--- src/rtl/gpio_ctrl.sv ---
// gpio_ctrl: memory-mapped GPIO port with per-bit direction, input
// synchroniser, and rising/falling edge interrupts with W1C status.
// Writes are single-cycle on the rising clk edge. Reads are combinational from addr.
module gpio_ctrl #(
   parameter int WIDTH       = 8,
   parameter int SYNC_STAGES = 2
) (
   input  logic             clk,
   input  logic             rst_n,
   input  logic             we,
   input  logic [4:0]       addr,
   input  logic [31:0]      wdata,
   output logic [31:0]      rdata,
   input  logic [WIDTH-1:0] gpio_in,
   output logic [WIDTH-1:0] gpio_out,
   output logic [WIDTH-1:0] gpio_oe,
   output logic             irq
);

   localparam int CW = $clog2(SYNC_STAGES + 2);
   localparam logic [CW-1:0] WARM_MAX = CW'(SYNC_STAGES + 1);

   localparam logic [2:0] REG_DATA_OUT   = 3'd0;
   localparam logic [2:0] REG_DATA_IN    = 3'd1;
   localparam logic [2:0] REG_DIR        = 3'd2;
   localparam logic [2:0] REG_RISE_EN    = 3'd3;
   localparam logic [2:0] REG_FALL_EN    = 3'd4;
   localparam logic [2:0] REG_IRQ_STATUS = 3'd5;

   logic [WIDTH-1:0] data_out_r;
   logic [WIDTH-1:0] dir_r;
   logic [WIDTH-1:0] rise_en_r;
   logic [WIDTH-1:0] fall_en_r;
   logic [WIDTH-1:0] irq_status_r;
   logic [WIDTH-1:0] sync_r [SYNC_STAGES];
   logic [WIDTH-1:0] prev_r;
   logic [CW-1:0]    warm_cnt_r;

   logic [2:0]       sel_s;
   logic [WIDTH-1:0] wval_s;
   logic [WIDTH-1:0] sync_last_s;
   logic [WIDTH-1:0] rise_s;
   logic [WIDTH-1:0] fall_s;
   logic [WIDTH-1:0] set_s;
   logic [WIDTH-1:0] w1c_s;
   logic [WIDTH-1:0] irq_status_nxt_s;
   logic             armed_s;
   logic [31:0]      rdata_s;
   logic             unused_s;

   assign sel_s       = addr[4:2];
   assign wval_s      = wdata[WIDTH-1:0];
   assign sync_last_s = sync_r[SYNC_STAGES-1];
   assign rise_s      = sync_last_s & ~prev_r;
   assign fall_s      = ~sync_last_s & prev_r;
   assign armed_s     = (warm_cnt_r == WARM_MAX);
   // addr[1:0] and the upper write-data bits carry no meaning here
   assign unused_s    = ^{addr[1:0], wdata};

   // Software-visible control registers written by the CPU
   always_ff @(posedge clk or negedge rst_n) begin
      if (!rst_n) begin
         data_out_r <= '0;
         dir_r      <= '0;
         rise_en_r  <= '0;
         fall_en_r  <= '0;
      end else if (we) begin
         case (sel_s)
            REG_DATA_OUT: data_out_r <= wval_s;
            REG_DIR:      dir_r      <= wval_s;
            REG_RISE_EN:  rise_en_r  <= wval_s;
            REG_FALL_EN:  fall_en_r  <= wval_s;
            default:      ;
         endcase
      end
   end

   // Input synchroniser chain, edge-detect history and post-reset warm-up counter
   always_ff @(posedge clk or negedge rst_n) begin
      if (!rst_n) begin
         for (int i = 0; i < SYNC_STAGES; i++) begin
            sync_r[i] <= '0;
         end
         prev_r     <= '0;
         warm_cnt_r <= '0;
      end else begin
         sync_r[0] <= gpio_in;
         for (int i = 1; i < SYNC_STAGES; i++) begin
            sync_r[i] <= sync_r[i-1];
         end
         prev_r <= sync_last_s;
         if (!armed_s) begin
            warm_cnt_r <= warm_cnt_r + CW'(1);
         end
      end
   end

   // Next interrupt status: W1C clears, but a new edge event in the same cycle wins
   always_comb begin
      set_s            = '0;
      w1c_s            = '0;
      irq_status_nxt_s = irq_status_r;
      if (armed_s) begin
         set_s = (rise_s & rise_en_r) | (fall_s & fall_en_r);
      end else begin
         set_s = '0;
      end
      if (we && (sel_s == REG_IRQ_STATUS)) begin
         w1c_s = wval_s;
      end else begin
         w1c_s = '0;
      end
      irq_status_nxt_s = (irq_status_r & ~w1c_s) | set_s;
   end

   // Sticky interrupt status register
   always_ff @(posedge clk or negedge rst_n) begin
      if (!rst_n) begin
         irq_status_r <= '0;
      end else begin
         irq_status_r <= irq_status_nxt_s;
      end
   end

   // Read mux; unmapped addresses and bits above WIDTH read as zero
   always_comb begin
      rdata_s = 32'h0000_0000;
      case (sel_s)
         REG_DATA_OUT:   rdata_s[WIDTH-1:0] = data_out_r;
         REG_DATA_IN:    rdata_s[WIDTH-1:0] = sync_last_s;
         REG_DIR:        rdata_s[WIDTH-1:0] = dir_r;
         REG_RISE_EN:    rdata_s[WIDTH-1:0] = rise_en_r;
         REG_FALL_EN:    rdata_s[WIDTH-1:0] = fall_en_r;
         REG_IRQ_STATUS: rdata_s[WIDTH-1:0] = irq_status_r;
         default:        rdata_s = 32'h0000_0000;
      endcase
   end

   assign rdata    = rdata_s;
   assign gpio_out = data_out_r;
   assign gpio_oe  = dir_r;
   assign irq      = |irq_status_r;

endmodule

--- config.mk ---
export PLATFORM = sky130hd
export DESIGN_NAME = gpio_ctrl
export DESIGN_NICKNAME = d
export VERILOG_FILES = /design/src/rtl/gpio_ctrl.sv
export SDC_FILE = /design/constraint.sdc
export NUM_CORES = 1
export LEC_CHECK = 0
export ABC_AREA = 1
export CAP_MARGIN = 20
export CELL_PAD_IN_SITES_DETAIL_PLACEMENT = 0
export CELL_PAD_IN_SITES_GLOBAL_PLACEMENT = 1
export CORE_MARGIN = 2
export CORE_UTILIZATION = 35
export CTS_CLUSTER_SIZE = 28
export DETAILED_ROUTE_END_ITERATION = 10
export PLACE_DENSITY = 0.8
export SKIP_LAST_GASP = 1
export SLEW_MARGIN = 5
export SYNTH_ARGS = -nofsm -noshare
export SYNTH_HDL_FRONTEND = slang
export SYNTH_SLANG_ARGS = --single-unit
--- constraint.sdc ---
create_clock -name clk -period 1.4 [get_ports clk]
set_input_delay 0.28 -clock clk [delete_from_list [all_inputs] [get_ports clk]]
set_output_delay 0.28 -clock clk [all_outputs]
set_load 0.01 [all_outputs]
# Yosys cells after proc, flatten, opt, wreduce, memory -nomap -nowiden

Cells that the tools add are included.

Memories: 0
Register bits after elaboration: 66
Bits in writable memories: 0
Memory bits (read-only): 0
Word-level logic and storage cells: 36
Bits in latches: 0

Reductions and logical operators: 7
Magnitude comparators: 0
Equal/unequal tests: 6
Div/mod/pow operators: 0
Add/sub/neg operators: 1
Shift-type cells: 0
Multiplexer cells: 3
$mul: 0
Bitwise operators: 10

Operators with widths:

| kind                  | number |
|---|---|
| $pmux W8 S6           | 1 |
| $and A8 B8 Y8         | 5 |
| $not A8 Y8            | 3 |
| $mux W8               | 2 |
| $or A8 B8 Y8          | 2 |
| $reduce_and A2 Y1     | 4 |
| $reduce_or A8 Y1      | 1 |
| $eq A3 B2 Y1 const B  | 2 |
| $eq A3 B3 Y1 const B  | 2 |
| $eq A3 B1 Y1 const B  | 1 |
| $logic_not A3 Y1      | 1 |
| $add A2 B1 Y2 const B | 1 |
| $eq A2 B2 Y1 const B  | 1 |
| $logic_and A1 B1 Y1   | 1 |

# Longest topological paths before layout

Gate-level depths: netlist of run 1.

Depth after elaboration: 6
Gate-level depth with buffers: 8

# Worst setup path before layout of run 1

Ideal clock, no wire load.

Path kind: input to output
Start point: input port addr[3]
End point: output port rdata[7]
Arrival time: 1.061 ns
Slack: 0.059 ns
Cell stages on the path: 7
Data required time: 1.120 ns
Path through: buf_6 -> nor2_8 -> buf_2 -> nand3_1 -> nand2_1 -> inv_1 -> nand2_1

Longest elaborated chain between the ends: 2
Elaborated cells between the ends (all ways): 7

Ends and longest elaborated chain:

| what                                 | RTL line | source |
|---|---|---|
| start: declaration                   | 11       | `input logic [4:0] addr,` |
| $eq A3 B3 Y1 (tied with other cells) | 128      | `case (sel_s)` |
| $pmux W8 S6 (*)                      | 128      |  |
| end: declaration                     | 13       | `output logic [31:0] rdata,` |

Every way passes the cells marked *; elsewhere a longest branch is shown, timed or not.

# Worst setup path after layout of run 1

Start point: register irq_status_r[7]
End point: output port rdata[7]

Longest elaborated chain between the ends: 1

Ends and longest elaborated chain:

| what                     | RTL line | source |
|---|---|---|
| start: declaration       | 34       | `logic [WIDTH-1:0] irq_status_r;` |
| start signal: assignment | 121      | `irq_status_r <= irq_status_nxt_s;` |
| $pmux W8 S6              | 128      |  |

Every way passes these cells.

==> impl_metrics.py, run 1 <==
metrics = {
    "route": {
        "routed_wl_mm": 8.27,
        "ant_nets": 0,
        "initialDrtViolationCount": 169,
        "via_per_inst": 4.70,
        "wire_per_inst_um": 14.4,
        "drtPass1Iterations": 4,
        "drc_errors": 0,
        "dr_total_vias": 2695,
    },
    "sta": {
        "finalSetupTns_ns": -1.13,
        "finClkSkew_ns": 0.00836,
        "maxSlewViolCount": 0,
        "finalCritPeriodShare": 1.13,
        "fin_ws_ns": -0.178,
        "hold_violations": 0,
        "grt_setup_unrepaired": "true",
        "fmax_mhz": 634,
        "fin_crit_ns": 1.58,
        "setup_viol": 9,
    },
    "critical_path": {
        "crit_path_end_kind": "output port",
        "cpMostUsedCell": "nand2_1",
        "slowest_stage": "dfrtp_1",
        "path_cells": "buf_6 -> nand4_1 -> nand2_1 -> nor2_1 -> nand2_1 -> buf_2",
        "critPathTopFamily": "flip-flops",
        "critPathBufInv": 2,
        "worstPathRequired_ns": 1.12,
        "critPathKind": "flip-flop to output port",
        "startpoint_type": "flip-flop",
        "critPathMaxStageDelay_ns": 0.42,
        "crit_arrival_ns": 1.30,
        "cp_max_fo": 2,
    },
    "cts": {
        "cts_tree": "done",
        "clk_pin_slew_ns": 0.07,
        "htree_levels": 3,
        "cts_buffers": 9,
        "cts_buffer_depth": 2,
        "cts_root_buf": "clkbuf_8",
        "clock_latency_ns": 0.35,
        "clock_sinks": 66,
    },
    "die": {
        "dieWidth_um": 99.6,
        "start_util": 0.364,
        "die_h_um": 99.6,
        "core_um2": 8810,
        "fp-row-count": 34,
        "fp.dieArea_um2": 9930,
        "io_pins": 97,
    },
    "yosys": {
        "ys_seq_area_frac": 0.516,
        "syn_avg_cell_area_um2": 9.15,
        "ys_seq_elements": 66,
        "synth_cell_types": 29,
        "ys_warn_count": 0,
        "synth_cells": 350,
        "syn_area_um2": 3200,
    },
    "cells_and_area": {
        "fill_cells": 834,
        "final_layout_size_suffix_gt1_frac": 0.308,
        "multi_input_area_um2": 1310,
        "nets": 509,
        "diodes": 0,
        "areaGrowthSynthToFinish_pct": 37.4,
        "seq_area_um2": 1650,
    },
    "run_status": {
        "status": "finished with violations",
        "violations": "negative setup slack",
    },
    "placed_design": {
        "dp_hpwl_mm": 5.43,
        "dpl_worst_slack_ns": -0.951,
        "gp_congestion": 0.801,
        "io_buffers": 46,
    },
    "global_route": {
        "grt_overflow": 0,
        "grt_pass1_vias": 2669,
        "grt_max_degree": 67,
        "grt_pass1_wl_mm": 13.5,
        "antenna_found_initial": 0,
        "grtUsageTotal": 0.175,
    },
    "power_and_ir_drop": {
        "ir_drop_uv": 542,
        "leakage_uw": 0.00217,
        "power_density_nw_per_um2": 1140,
    },
    "flow_run": {
        "maxCapViolCount": 0,
    },
    "worst_hold_path": {
        "min-delay-path-class": "flip-flop to flip-flop",
    },
}
layout make-up:
class,instances,area share
clock buffer,9,0.0282
clock inverter,7,0.0156
inverter,28,0.0256
multi-input combinational,239,0.297
sequential,66,0.376
tap,108,0.0307
timing repair buffer,116,0.227
cell usage in the layout (no fill, tap or decap), types with 9 or more instances in the layout:
| master | n |
|---|---|
| clkbuf_8 | 9 |
| buf_6 | 13 |
| inv_1 | 26 |
| clkbuf_2 | 11 |
| dfrtp_1 | 66 |
| nand4_1 | 26 |
| nand3_1 | 17 |
| buf_2 | 15 |
| conb_1 | 24 |
| o21ai_0 | 30 |
| clkdlybuf4s50_1 | 17 |
| buf_4 | 49 |
| nor2_1 | 15 |
| nand2_1 | 73 |
power by group:
part           total, µW  switching, µW  internal, µW  leakage [µW]
combinational       1200            613           586       0.00131
clock               1580            767           818     0.0000954
sequential          2250            119          2130      0.000770
what timing repair did:
| action | 4_1_cts | 5_1_grt |
|---|---|---|
| buffers inserted | 8 | 3 |
| cloned | 1 | 0 |
| hold buffers | 1 | 0 |
| pin swaps | 31 | 15 |
| setup endpoints to repair | 41 | 23 |
| endpoints found under the hold margin | 66 | 0 |
| resized for setup | 113 | 26 |
metal layers:
metal / GRT usage / share of wire
met3: 0.0450 / 0.050
met2: 0.283 / 0.49
met4: 0.0611 / 0.015
met5: 0 / 0
met1: 0.230 / 0.45
synthesized netlist by cell type (all sizes together):
cell type | n | share of area
conb | 1 | 0.0012
nor2 | 27 | 0.052
xnor2 | 1 | 0.0027
nand3 | 23 | 0.048
nand4 | 26 | 0.051
nand2 | 78 | 0.095
ha | 1 | 0.0039
mux2 | 1 | 0.0035
clkbuf | 2 | 0.0035
a21oi | 8 | 0.013
dfrtp | 66 | 0.52
inv | 28 | 0.035
nand3b | 8 | 0.019
buf | 38 | 0.088
nor4 | 2 | 0.0039
o21ai | 40 | 0.065
kinds of logic (layout without fill, tap and decap cells):
logic type               Yosys count  in the layout  synth area share
multiplexers                       1              1           0.00352
AND/OR/NAND/NOR                  164            164             0.268
AO/OA/AOI/OAI                     48             48            0.0774
XOR/XNOR                           1              1           0.00274
adder cells (fa/ha/maj)            1              1           0.00391
other                              1             24           0.00117
buffers and inverters             68            160             0.127
flip-flops                        66             66             0.516
path summary, 6_finish.rpt:
path	slack, ns	cells past startpoint	from	end
max reg2reg	0.22	4	warm_cnt_r[0]	irq_status_r[1]
min in group asynchronous	0.47	3	rst_n	prev_r[7]
min	0.35	0	sync_r[9]	sync_last_s[1]
max	-0.18	6	irq_status_r[7]	rdata[7]
max in group asynchronous	0.64	3	rst_n	irq_status_r[2]
min reg2reg	0.35	0	sync_r[9]	sync_last_s[1]
stage by stage:
| step | hold slack, ns | cells | area, µm² | power (µW) | util |
|---|---|---|---|---|---|
| global route | 0.354 | 573 | 4400 | 5310 | 0.499 |
| finish | 0.349 | 573 | 4400 | 5030 | 0.499 |
| CTS | 0.340 | 571 | 4430 | 5120 | 0.503 |
| floorplan | -0.0156 | 373 | 3290 | 2810 | - |
| detailed placement | 0.327 | 545 | 4080 | 3510 | 0.464 |
| global placement | 0.326 | 545 | 4080 | 3490 | 0.464 |
state kept, by name (all words and copies together), names as in the netlist, 8 cells and up:
| signal | count |
|---|---|
| rise_en_r | 8 |
| prev_r | 8 |
| sync_last_s | 8 |
| sync_r | 8 |
| fall_en_r | 8 |
| gpio_oe | 8 |
| irq_status_r | 8 |
| gpio_out | 8 |
Power figures use the tool's default switching activity.
==> inputs of run 2 (changes only) <==
SKIP_CTS_REPAIR_TIMING = 1   (was not set)
==> impl_metrics.py, run 2 (synthesis results as in run 1) <==
metrics = {
    "critical_path": {
        "critPathKind": "flip-flop to output port",
        "r2r-start": "warm_cnt_r[0]",
        "slowest_stage": "dfrtp_1",
        "critPathMaxStageDelay_ns": 0.45,
        "worstPathRequired_ns": 1.12,
        "crit_arrival_ns": 1.30,
        "crit_path_end_kind": "output port",
        "critPathBufInv": 1,
        "startpoint_type": "flip-flop",
        "path_cells": "nor4_2 -> nand2_1 -> clkbuf_2",
        "critPathTopFamily": "flip-flops",
        "cp-startpoint": "irq_status_r[2]",
        "cp_max_fo": 3,
    },
    "run_status": {
        "status": "finished with violations",
        "violations": "negative setup slack",
    },
    "placed_design": {
        "dp_hpwl_mm": 5.43,
        "dpl_worst_slack_ns": -0.951,
        "dpl-instance-area_um2": 4080,
        "io_buffers": 46,
        "gp_congestion": 0.801,
    },
    "cells_and_area": {
        "postLayoutCoreUtil": 0.497,
        "final_layout_size_suffix_gt1_frac": 0.256,
        "diodes": 0,
        "final_cell_mix": "73 x nand2_1, 66 x dfrtp_1, 50 x buf_4",
        "areaGrowthSynthToFinish_pct": 36.8,
        "nets": 501,
        "layout_commonest_cell": "nand2_1",
        "finish.instance_area_um2": 4380,
    },
    "worst_hold_path": {
        "hold_start": "sync_r[9]",
        "min-delay-path-class": "flip-flop to flip-flop",
    },
    "sta": {
        "hold_violations": 0,
        "fin_ws_ns": -0.179,
        "grt_setup_unrepaired": "true",
        "fin_crit_ns": 1.58,
        "setup_viol": 9,
        "holdWs_ns": 0.351,
        "finalCritPeriodShare": 1.13,
        "finClkSkew_ns": 0.00871,
        "fmax_mhz": 633,
        "maxSlewViolCount": 0,
    },
    "power_and_ir_drop": {
        "finalPower_uw": 5040,
        "power_density_nw_per_um2": 1150,
        "ir_drop_uv": 555,
        "leakage_uw": 0.00231,
    },
    "die": {
        "core_um2": 8810,
        "start_util": 0.364,
        "io_pins": 97,
        "die_h_um": 99.6,
        "fp-row-count": 34,
        "dieWidth_um": 99.6,
        "fp.dieArea_um2": 9930,
    },
    "route": {
        "dr_total_vias": 2672,
        "ant_nets": 0,
        "drtPass1Iterations": 4,
        "routed_wl_mm": 8.00,
        "wire_per_inst_um": 14.2,
        "initialDrtViolationCount": 172,
        "drc_errors": 0,
        "via_per_inst": 4.73,
    },
    "cts": {
        "clk_pin_slew_ns": 0.07,
        "clock_latency_ns": 0.35,
        "htree_levels": 3,
        "clock_sinks": 66,
        "cts_buffer_depth": 2,
        "cts_root_buf": "clkbuf_8",
        "cts_buffers": 9,
        "cts_tree": "done",
    },
    "global_route": {
        "grt_max_degree": 67,
        "grtUsageTotal": 0.169,
        "antenna_found_initial": 0,
        "grt_overflow": 0,
        "grt_pass1_wl_mm": 13.0,
        "grt_pass1_vias": 2587,
    },
    "flow_run": {
        "maxCapViolCount": 0,
    },
}
[run 2: changes by cell type in the layout (fill, tap and decap cells not counted), moves of 2 or more]
| cell | change |
|---|---|
| dlymetal6s2s_1 | +17 |
| buf_8 | -2 |
| nand3_1 | +2 |
| buf_6 | -7 |
| buf_2 | -7 |
| nand3_2 | -2 |
| clkbuf_2 | -7 |
[run 2: final cells by class]
| class | instances | area, µm² |
|---|---|---|
| multi-input cells | 239 | 1290 |
| repair buffers | 108 | 996 |
| clock buffers | 9 | 124 |
| inverters | 28 | 113 |
| flip-flops and latches | 66 | 1650 |
| fillers | 834 | 4430 |
| well taps | 108 | 135 |
| clock inverters | 7 | 68.8 |
[run 2: routing by layer]
layer  up-vias  track usage  share of wire
li1       1321            -              -
met1      1269        0.225           0.44
met4         0       0.0548          0.012
met2        71        0.272           0.49
met3        11       0.0429          0.057
met5         -            0              0
[run 2: per-stage QoR]
step	std cells	setup TNS, ns
floorplan	373	0
global placement	545	-20.67
detailed placement	545	-22.02
CTS	561	-12.96
global route	565	-1.93
finish	565	-1.15
[run 2: worst register-to-register path: cells and delay by family, from the launching register on]
family | cells | cell delay [ns]
adder cells (fa/ha/maj) | 1 | 0.29
buffers and inverters | 1 | 0.20
flip-flops | 1 | 0.40
AND/OR/NAND/NOR | 2 | 0.17
[run 2: report_power, final]
part           internal [µW]  switching, µW  leakage (µW)
registers               2130            117      0.000770
logic                    619            591       0.00145
clock network            818            769     0.0000954
total                   3560           1480       0.00231
[run 2: path summary, 6_finish.rpt]
kind	endpoint	slack, ns	cells after the start
worst max-delay path	irq	-0.18	3
worst min-delay path	sync_last_s[1]	0.35	0
worst max register to register	irq_status_r[1]	0.23	4
worst min register to register	sync_last_s[1]	0.35	0
max in group asynchronous	prev_r[6]	0.64	3
min in group asynchronous	sync_r[12]	0.48	3
